==> src/rtl/des_perm_pipe_if.sv <==
// Handshake bundle for the DES permutation engine: input block side and
// result side grouped together so the bench and the engine share one view.
//
// Valid/ready: a transfer happens on a rising clock edge where valid and ready
// are both 1. A source holds valid and its payload stable until that edge;
// a sink may raise or drop ready freely, and ready may depend combinationally
// on valid or on downstream ready, but valid never depends on ready.
interface des_perm_pipe_if #(
    parameter int TAG_W = 4
) ();
    logic             in_valid;
    logic             in_ready;
    logic [63:0]      in_data;
    logic             in_inv;
    logic [TAG_W-1:0] in_tag;
    logic             out_valid;
    logic             out_ready;
    logic [63:0]      out_data;
    logic [TAG_W-1:0] out_tag;

    // Producer of blocks / consumer of results.
    modport master (
        output in_valid, in_data, in_inv, in_tag, out_ready,
        input  in_ready, out_valid, out_data, out_tag
    );

    // The permutation engine.
    modport slave (
        input  in_valid, in_data, in_inv, in_tag, out_ready,
        output in_ready, out_valid, out_data, out_tag
    );
endinterface

==> src/rtl/des_perm_pipe.sv <==
// Elastic pipelined DES IP / FP (IP^-1) bit-permutation engine.
// The permutation is pure wiring in front of stage 0; the remaining stages
// only carry data, tag and valid. Bubbles collapse, so an empty stage never
// stalls the stages behind it. A 16-bit counter tallies output handshakes.
module des_perm_pipe #(
    parameter int PIPE_STAGES = 2,
    parameter int TAG_W       = 4
) (
    input  logic               clk,
    input  logic               rst,
    des_perm_pipe_if.slave     bus,
    output logic               busy,
    output logic [15:0]        blk_count,
    input  logic               cnt_clr
);
    localparam int LAST = PIPE_STAGES - 1;

    logic [PIPE_STAGES-1:0] valid_q;
    logic [63:0]            data_q [PIPE_STAGES];
    logic [TAG_W-1:0]       tag_q  [PIPE_STAGES];
    logic [PIPE_STAGES-1:0] adv;
    logic                   adv_chain;
    logic [63:0]            perm;
    logic                   out_hs;
    logic [15:0]            cnt_q;
    logic [15:0]            cnt_d;

    // FP source bit for output bit i (i = 8r + c): (c even ? 4c+39 : 4c+3) - r.
    // IP is the exact inverse, obtained by scattering instead of gathering.
    function automatic logic [5:0] src_idx(input logic [5:0] i);
        logic [2:0] r;
        logic [2:0] c;
        logic [5:0] base;
        r    = i[5:3];
        c    = i[2:0];
        base = c[0] ? (6'({c, 2'b00}) + 6'd3) : (6'({c, 2'b00}) + 6'd39);
        return base - {3'b000, r};
    endfunction

    // Permutation network: FP gathers, IP scatters through the same index map.
    always_comb begin
        perm = '0;
        for (int i = 0; i < 64; i++) begin
            if (bus.in_inv) begin
                perm[6'(i)] = bus.in_data[src_idx(6'(i))];
            end else begin
                perm[src_idx(6'(i))] = bus.in_data[6'(i)];
            end
        end
    end

    // Advance chain: a stage moves if it is empty or everything ahead of it moves.
    always_comb begin
        adv       = '0;
        adv_chain = !valid_q[LAST] || bus.out_ready;
        adv[LAST] = adv_chain;
        for (int k = LAST - 1; k >= 0; k--) begin
            adv_chain = !valid_q[k] || adv_chain;
            adv[k]    = adv_chain;
        end
    end

    assign bus.in_ready  = adv[0] && !rst;
    assign bus.out_valid = valid_q[LAST];
    assign bus.out_data  = data_q[LAST];
    assign bus.out_tag   = tag_q[LAST];
    assign busy          = |valid_q;
    assign out_hs        = valid_q[LAST] && bus.out_ready;
    assign blk_count     = cnt_q;

    // Stage registers: payload only loads when the stage advances with a valid source.
    always_ff @(posedge clk or posedge rst) begin
        if (rst) begin
            valid_q <= '0;
            for (int k = 0; k < PIPE_STAGES; k++) begin
                data_q[k] <= '0;
                tag_q[k]  <= '0;
            end
        end else begin
            if (adv[0]) begin
                valid_q[0] <= bus.in_valid;
                if (bus.in_valid) begin
                    data_q[0] <= perm;
                    tag_q[0]  <= bus.in_tag;
                end
            end
            for (int k = 1; k < PIPE_STAGES; k++) begin
                if (adv[k]) begin
                    valid_q[k] <= valid_q[k-1];
                    if (valid_q[k-1]) begin
                        data_q[k] <= data_q[k-1];
                        tag_q[k]  <= tag_q[k-1];
                    end
                end
            end
        end
    end

    // Completed-block counter next state: clear wins over a coincident handshake.
    always_comb begin
        cnt_d = cnt_q;
        if (cnt_clr) begin
            cnt_d = '0;
        end else if (out_hs) begin
            cnt_d = cnt_q + 16'd1;
        end
    end

    // Completed-block counter register.
    always_ff @(posedge clk or posedge rst) begin
        if (rst) begin
            cnt_q <= '0;
        end else begin
            cnt_q <= cnt_d;
        end
    end
endmodule

==> src/flat_wrapper.sv <==
// flat-port wrapper written by rule: the top's interface ports become plain ports
module des_perm_pipe_flat 
#(
    parameter int PIPE_STAGES = 2,
    parameter int TAG_W       = 4
)
  (clk, rst, busy, blk_count, cnt_clr, bus_in_valid, bus_in_data, bus_in_inv, bus_in_tag, bus_out_ready, bus_in_ready, bus_out_valid, bus_out_data, bus_out_tag);
  des_perm_pipe_if #(.TAG_W(TAG_W)) bus_i ();
  input  logic clk;
  input  logic rst;
  output logic busy;
  output logic [15:0] blk_count;
  input  logic cnt_clr;
  input wire logic [$bits(bus_i.in_valid)-1:0] bus_in_valid;
  input wire logic [$bits(bus_i.in_data)-1:0] bus_in_data;
  input wire logic [$bits(bus_i.in_inv)-1:0] bus_in_inv;
  input wire logic [$bits(bus_i.in_tag)-1:0] bus_in_tag;
  input wire logic [$bits(bus_i.out_ready)-1:0] bus_out_ready;
  output wire logic [$bits(bus_i.in_ready)-1:0] bus_in_ready;
  output wire logic [$bits(bus_i.out_valid)-1:0] bus_out_valid;
  output wire logic [$bits(bus_i.out_data)-1:0] bus_out_data;
  output wire logic [$bits(bus_i.out_tag)-1:0] bus_out_tag;
  assign bus_i.in_valid = bus_in_valid;
  assign bus_i.in_data = bus_in_data;
  assign bus_i.in_inv = bus_in_inv;
  assign bus_i.in_tag = bus_in_tag;
  assign bus_i.out_ready = bus_out_ready;
  assign bus_in_ready = bus_i.in_ready;
  assign bus_out_valid = bus_i.out_valid;
  assign bus_out_data = bus_i.out_data;
  assign bus_out_tag = bus_i.out_tag;
  des_perm_pipe #(.PIPE_STAGES(PIPE_STAGES), .TAG_W(TAG_W)) u_core (.clk(clk), .rst(rst), .bus(bus_i), .busy(busy), .blk_count(blk_count), .cnt_clr(cnt_clr));
endmodule
==> config.mk <==
export PLATFORM = sky130hd
export DESIGN_NAME = des_perm_pipe_flat
export DESIGN_NICKNAME = d
export VERILOG_FILES = /design/src/rtl/des_perm_pipe_if.sv /design/src/rtl/des_perm_pipe.sv /design/src/flat_wrapper.sv
export SDC_FILE = /design/constraint.sdc
export NUM_CORES = 1
export LEC_CHECK = 0
export CAP_MARGIN = 20
export CORE_MARGIN = 5
export CORE_UTILIZATION = 51
export DETAILED_ROUTE_END_ITERATION = 8
export GPL_TIMING_DRIVEN = 0
export PLACE_DENSITY = 0.87
export SLEW_MARGIN = 20
export SYNTH_ARGS = -nofsm -noshare
export SYNTH_HDL_FRONTEND = slang
export SYNTH_SLANG_ARGS = --single-unit
==> constraint.sdc <==
create_clock -name clk -period 11 [get_ports clk]
set_input_delay 2.75 -clock clk [delete_from_list [all_inputs] [get_ports clk]]
set_output_delay 2.75 -clock clk [all_outputs]
set_load 0.05 [all_outputs]
* Word level (Yosys, flattened, before mapping)
Index checks and enable logic that the tools add are counted.
** Storage, ports and cells
- Flip-flop bits (word level) :: 154
- Bits of input ports :: 74
- Word-level logic and storage cells :: 69
** Cells by class
- Add/sub/neg operators :: 1
- Mux-type cells :: 50
- Reduce and logical (&&, ||, !) cells :: 11
** Operators with widths (count)
- $mux 1 :: 48
- $mux 16 :: 2
- $add 16x1->16 const B :: 1
- $reduce_and 2->1 :: 2
- $logic_not 1->1 :: 3
- $logic_and 1x1->1 :: 2
- $logic_or 1x1->1 :: 2
- $reduce_bool 2->1 :: 1
- $reduce_or 2->1 :: 1

* Longest topological paths before layout
- Word-level depth :: 4
- Mapped depth :: 6
- Gate-level depth less buffers :: 4

* Worst setup path before layout
Ideal clock, no wire load.
- Path type :: input to output
- Start :: in rst
- End :: out bus_in_ready
- Data arrival time :: 5.960 ns
- Slack :: 2.290 ns
- Stages on the path :: 2
- Path through :: inv_1 > and2_1
** On the way
- Word-level cells in the longest chain between the ends :: 2
** Ends and longest elaborated chain
- start, declared :: RTL line flat_wrapper.sv:10 : input logic rst;
- $logic_not 1->1 :: RTL line des_perm_pipe.sv:63 : assign bus.in_ready = adv[0] && !rst;
- $logic_and 1x1->1 :: RTL line des_perm_pipe.sv:63
- end, declared :: RTL line flat_wrapper.sv:19 : output wire logic [$bits(bus_i.in_ready)-1:0] bus_in_ready;
No other way between the ends.

* Worst setup path after layout
Same ends and word-level chain as after synthesis.

==> key figures <==
Die
  – Number of placement rows: 37
  – Core box area: 10400 sq um
  – Initial cell density of the core: between 50% and 60%
  – Full die area: 12800 sq um
  – Vertical die dimension: 113 um
  – Num ports: 161
  – Die width: about 110 um

Worst hold path
  – Hold depth: 2
  – Worst hold-check path type: reg -> reg

Final layout
  – Design area: 7580 sq um
  – Ant. Diodes: 0
  – Area growth, synth to finish: 39.5%
  – Share of final-layout standard cells stronger than drive strength 1: between 20% and 30%
  – Fill cell total of the finished layout: 756
  – Post-layout instance count excluding filler cells: just over 800
  – Post-layout nets: 731

Critical path
  – Type of the worst setup path: in -> out
  – Type of element launching the critical path: input pin
  – Standard cell with the maximum stage delay on the critical path: sky130_fd_sc_hd__clkdlybuf4s50_1
  – Sequence of cells on the critical path: clkdlybuf4s50_1 -> inv_6 -> and2_1 -> clkdlybuf4s50_1
  – Data required time at the worst endpoint: roughly 8.3 ns
  – Number of cells on the worst reg-to-reg path: 6
  – Data arrival at the endpoint of the critical path: 4.69 ns
  – Most used cell, CP: sky130_fd_sc_hd__clkdlybuf4s50_1
  – Largest incremental delay on the critical path: around 0.80 ns
  – Critical path peak fanout: 58
  – Kind of end point of the critical path: output pin

Clock network
  – Buffer cell driving the clock tree root: sky130_fd_sc_hd__clkbuf_8
  – CTS resizes: 0
  – Number of levels the H-tree was split into: 4
  – Clock Tree Buf Depth: 2
  – Clock transition at the registers of the reported paths: roughly 0.06 ns
  – TritonCTS clock tree: yes
  – CTS Buf Count: 17
  – Count of clock tree sinks: between 100 and 150
  – Clk_lat worst skew: 0.51 ns
  – Number of buffers inserted for hold repair after clock tree synthesis: 0
  – Post-CTS repair timing setup buffer count: 0

Synth
  – Commonest cells in the netlist: sky130_fd_sc_hd__dfrtp_1, sky130_fd_sc_hd__nand2_1, sky130_fd_sc_hd__buf_4
  – Library cells used by synthesis: 30
  – Post-Syn Area per Cell: 11.0 sq um
  – Sequential area share after synthesis: 56.2%
  – Ranking of synthesized cells by area: sky130_fd_sc_hd__dfrtp_1, sky130_fd_sc_hd__mux2_2, sky130_fd_sc_hd__buf_4
  – Leading area contributor after synthesis: sky130_fd_sc_hd__dfrtp_1
  – Area of the mapped netlist: 5440 sq um
  – Cells after Synth: roughly 500
  – Ys Warns: 0
  – Synth top area share: 56.2%
  – Share of synthesized registers carrying an async set or reset: 100%
  – Synthesized flop and latch total: 122
  – Count of flip-flops with a built-in enable after synthesis: 0
  – Most frequent cell after synthesis: sky130_fd_sc_hd__dfrtp_1
  – Post-synth top flop: sky130_fd_sc_hd__dfrtp_1

Place
  – Number of placed instances, taps included: 773
  – Instance area after placement: between 6000 and 7000 sq um
  – I/O Buffers: roughly 130
  – GP Congestion: 0.752
  – Post-Place Worst Slack: 3.52 ns
  – Estimated wirelength of the detail-placed design: around 9300 um

Timing
  – Count of final max-slew check failures: 0
  – Endpoints failing hold: 0
  – Worst slew margin: 37.3%
  – Final setup violating endpoints: 0
  – Min setup slack post-route: 3.56 ns
  – Part of the cycle the worst path needs: 67.7%
  – Top achievable clock speed: between 0.1 and 0.15 GHz
  – Setup repair after global routing missed its margin: no
  – Worst setup skew after layout: 0.00746 ns
  – Final total negative setup slack: 0 ns
  – Period minus WS final: 7.44 ns
  – Slew of the pin with the lowest slew margin: about 0.94 ns

Pwr
  – Power per cell area: 213 nW/um^2
  – Worst vdd ir: between 100 and 150 uV
  – Leakage: 3.64 nW

Route
  – Vias post-DR: 3968
  – Antenna viol nets, final: 0
  – Average wire length per cell after detail routing: 16.0 um
  – Vias per inst: 4.93
  – Total routed wirelength: 12900 um
  – DRC: 0
  – Count of TritonRoute iterations in the first routing pass: 4
  – Met2 Routed Length: 6700 um
  – Initial detailed-routing violation count: roughly 160
  – Met3 WL post-DR: 765 um
  – Routed length on met1: roughly 5300 um
  – Highest layer used for signal routing: met4

GRT
  – Wire length of the first global-routing pass: ~21000 um
  – Overall overflow remaining after global route: 0
  – Antenna violations before repair: 0
  – Vias in the first global route: 4244
  – Combined global-route utilization of all metal layers: 20.9%
  – Pin count of the biggest net entering global routing: 67

Flow run
  – Max-capacitance violation count: 0

Outcome
  – Run status: finished clean
-- worst max-delay path: cells and delay by family --
family	cells	cell delay (ns)
and+or+nand+nor	1	0.23
buffers and inverters	3	1.68
-- layout by cell type, fill, tap and decap left out, types with 5 or more instances in the layout --
| master | synthesis | final |
|---|---|---|
| sky130_fd_sc_hd__a21oi_1 | 6 | 6 |
| sky130_fd_sc_hd__buf_2 | 6 | 6 |
| sky130_fd_sc_hd__buf_4 | 68 | 68 |
| sky130_fd_sc_hd__clkbuf_1 | 15 | 17 |
| sky130_fd_sc_hd__clkbuf_16 | 0 | 16 |
| sky130_fd_sc_hd__clkdlybuf4s50_1 | 0 | 127 |
| sky130_fd_sc_hd__conb_1 | 1 | 16 |
| sky130_fd_sc_hd__dfrtp_1 | 122 | 122 |
| sky130_fd_sc_hd__mux2_2 | 51 | 51 |
| sky130_fd_sc_hd__mux2i_1 | 15 | 15 |
| sky130_fd_sc_hd__nand2_1 | 116 | 116 |
| sky130_fd_sc_hd__nand3_1 | 7 | 7 |
| sky130_fd_sc_hd__nand3b_1 | 17 | 17 |
| sky130_fd_sc_hd__nand4_1 | 5 | 5 |
| sky130_fd_sc_hd__nor2_1 | 10 | 10 |
| sky130_fd_sc_hd__o21ai_0 | 20 | 20 |
| sky130_fd_sc_hd__xor2_1 | 10 | 10 |
-- state kept, by name, summed over array words and instances (netlist names) --
signal               count
u_core.blk_count        16
u_core.bus.out_tag       4
u_core.valid_q           2
u_core.bus.out_data     48
u_core.tag_q             4
u_core.data_q           48
-- where the power goes --
part | switching [W] | leakage (nW) | internal (W) | total [W]
combinational | 0.000276 | 1.80 | 0.000203 | 0.000479
clock | 0.000196 | 0.290 | 0.000379 | 0.000576
sequential | 0.0000397 | 1.55 | 0.000520 | 0.000559
-- logic make-up (layout without fill, tap and decap cells) --
kind of cell / count (synthesis) / in the layout / share of synthesized area, %
compound gates: 28 / 28 / 2.67
xor+xnor: 10 / 10 / 1.61
buf+inv: 94 / 254 / 11.5
simple gates: 172 / 172 / 14.5
mux: 66 / 66 / 13.3
fa+ha+maj: 1 / 1 / 0.230
other cells: 1 / 16 / 0.0690
flops: 122 / 122 / 56.2
-- path summary, 6_finish.rpt --
kind                                  endpoint  slack, ns              start
max in group asynchronous   u_core.data_q[124]       7.63                rst
min in group asynchronous  u_core.blk_count[1]       2.68                rst
max                               bus_in_ready       3.56                rst
min                          u_core.data_q[67]       0.47  u_core.data_q[67]
min reg2reg                  u_core.data_q[67]       0.47  u_core.data_q[67]
max reg2reg                 u_core.data_q[125]       8.94  u_core.valid_q[1]
-- stage by stage --
stage	util, %	total power [W]	hold WS (ns)
detailed placement	67.2	0.00105	0.456
global placement	66.9	0.00103	0.445
global route	73.1	0.00168	0.496
finish	73.1	0.00161	0.469
floorplan	-	0.000895	0.435
CTS	73.1	0.00163	0.473
-- metal layers --
layer | up-vias | track usage [%]
met1 | 1933 | 25.4
met5 | - | 0
li1 | 1879 | -
met3 | 18 | 5.35
met2 | 138 | 36.5
met4 | 0 | 6.41
-- final cells by class --
class,count,area (sq um),area share [%]
Clock buffer,21,449,5.92
Inverter,3,16.3,0.214
Buffer,91,612,8.07
Sequential cell,122,3050,40.3
Clock inverter,11,169,2.23
Timing Repair Buffer,128,1300,17.1
Multi-Input combinational cell,293,1820,24.0
Tap cell,136,170,2.24
No activity file was read; power rests on OpenSTA's default activity.
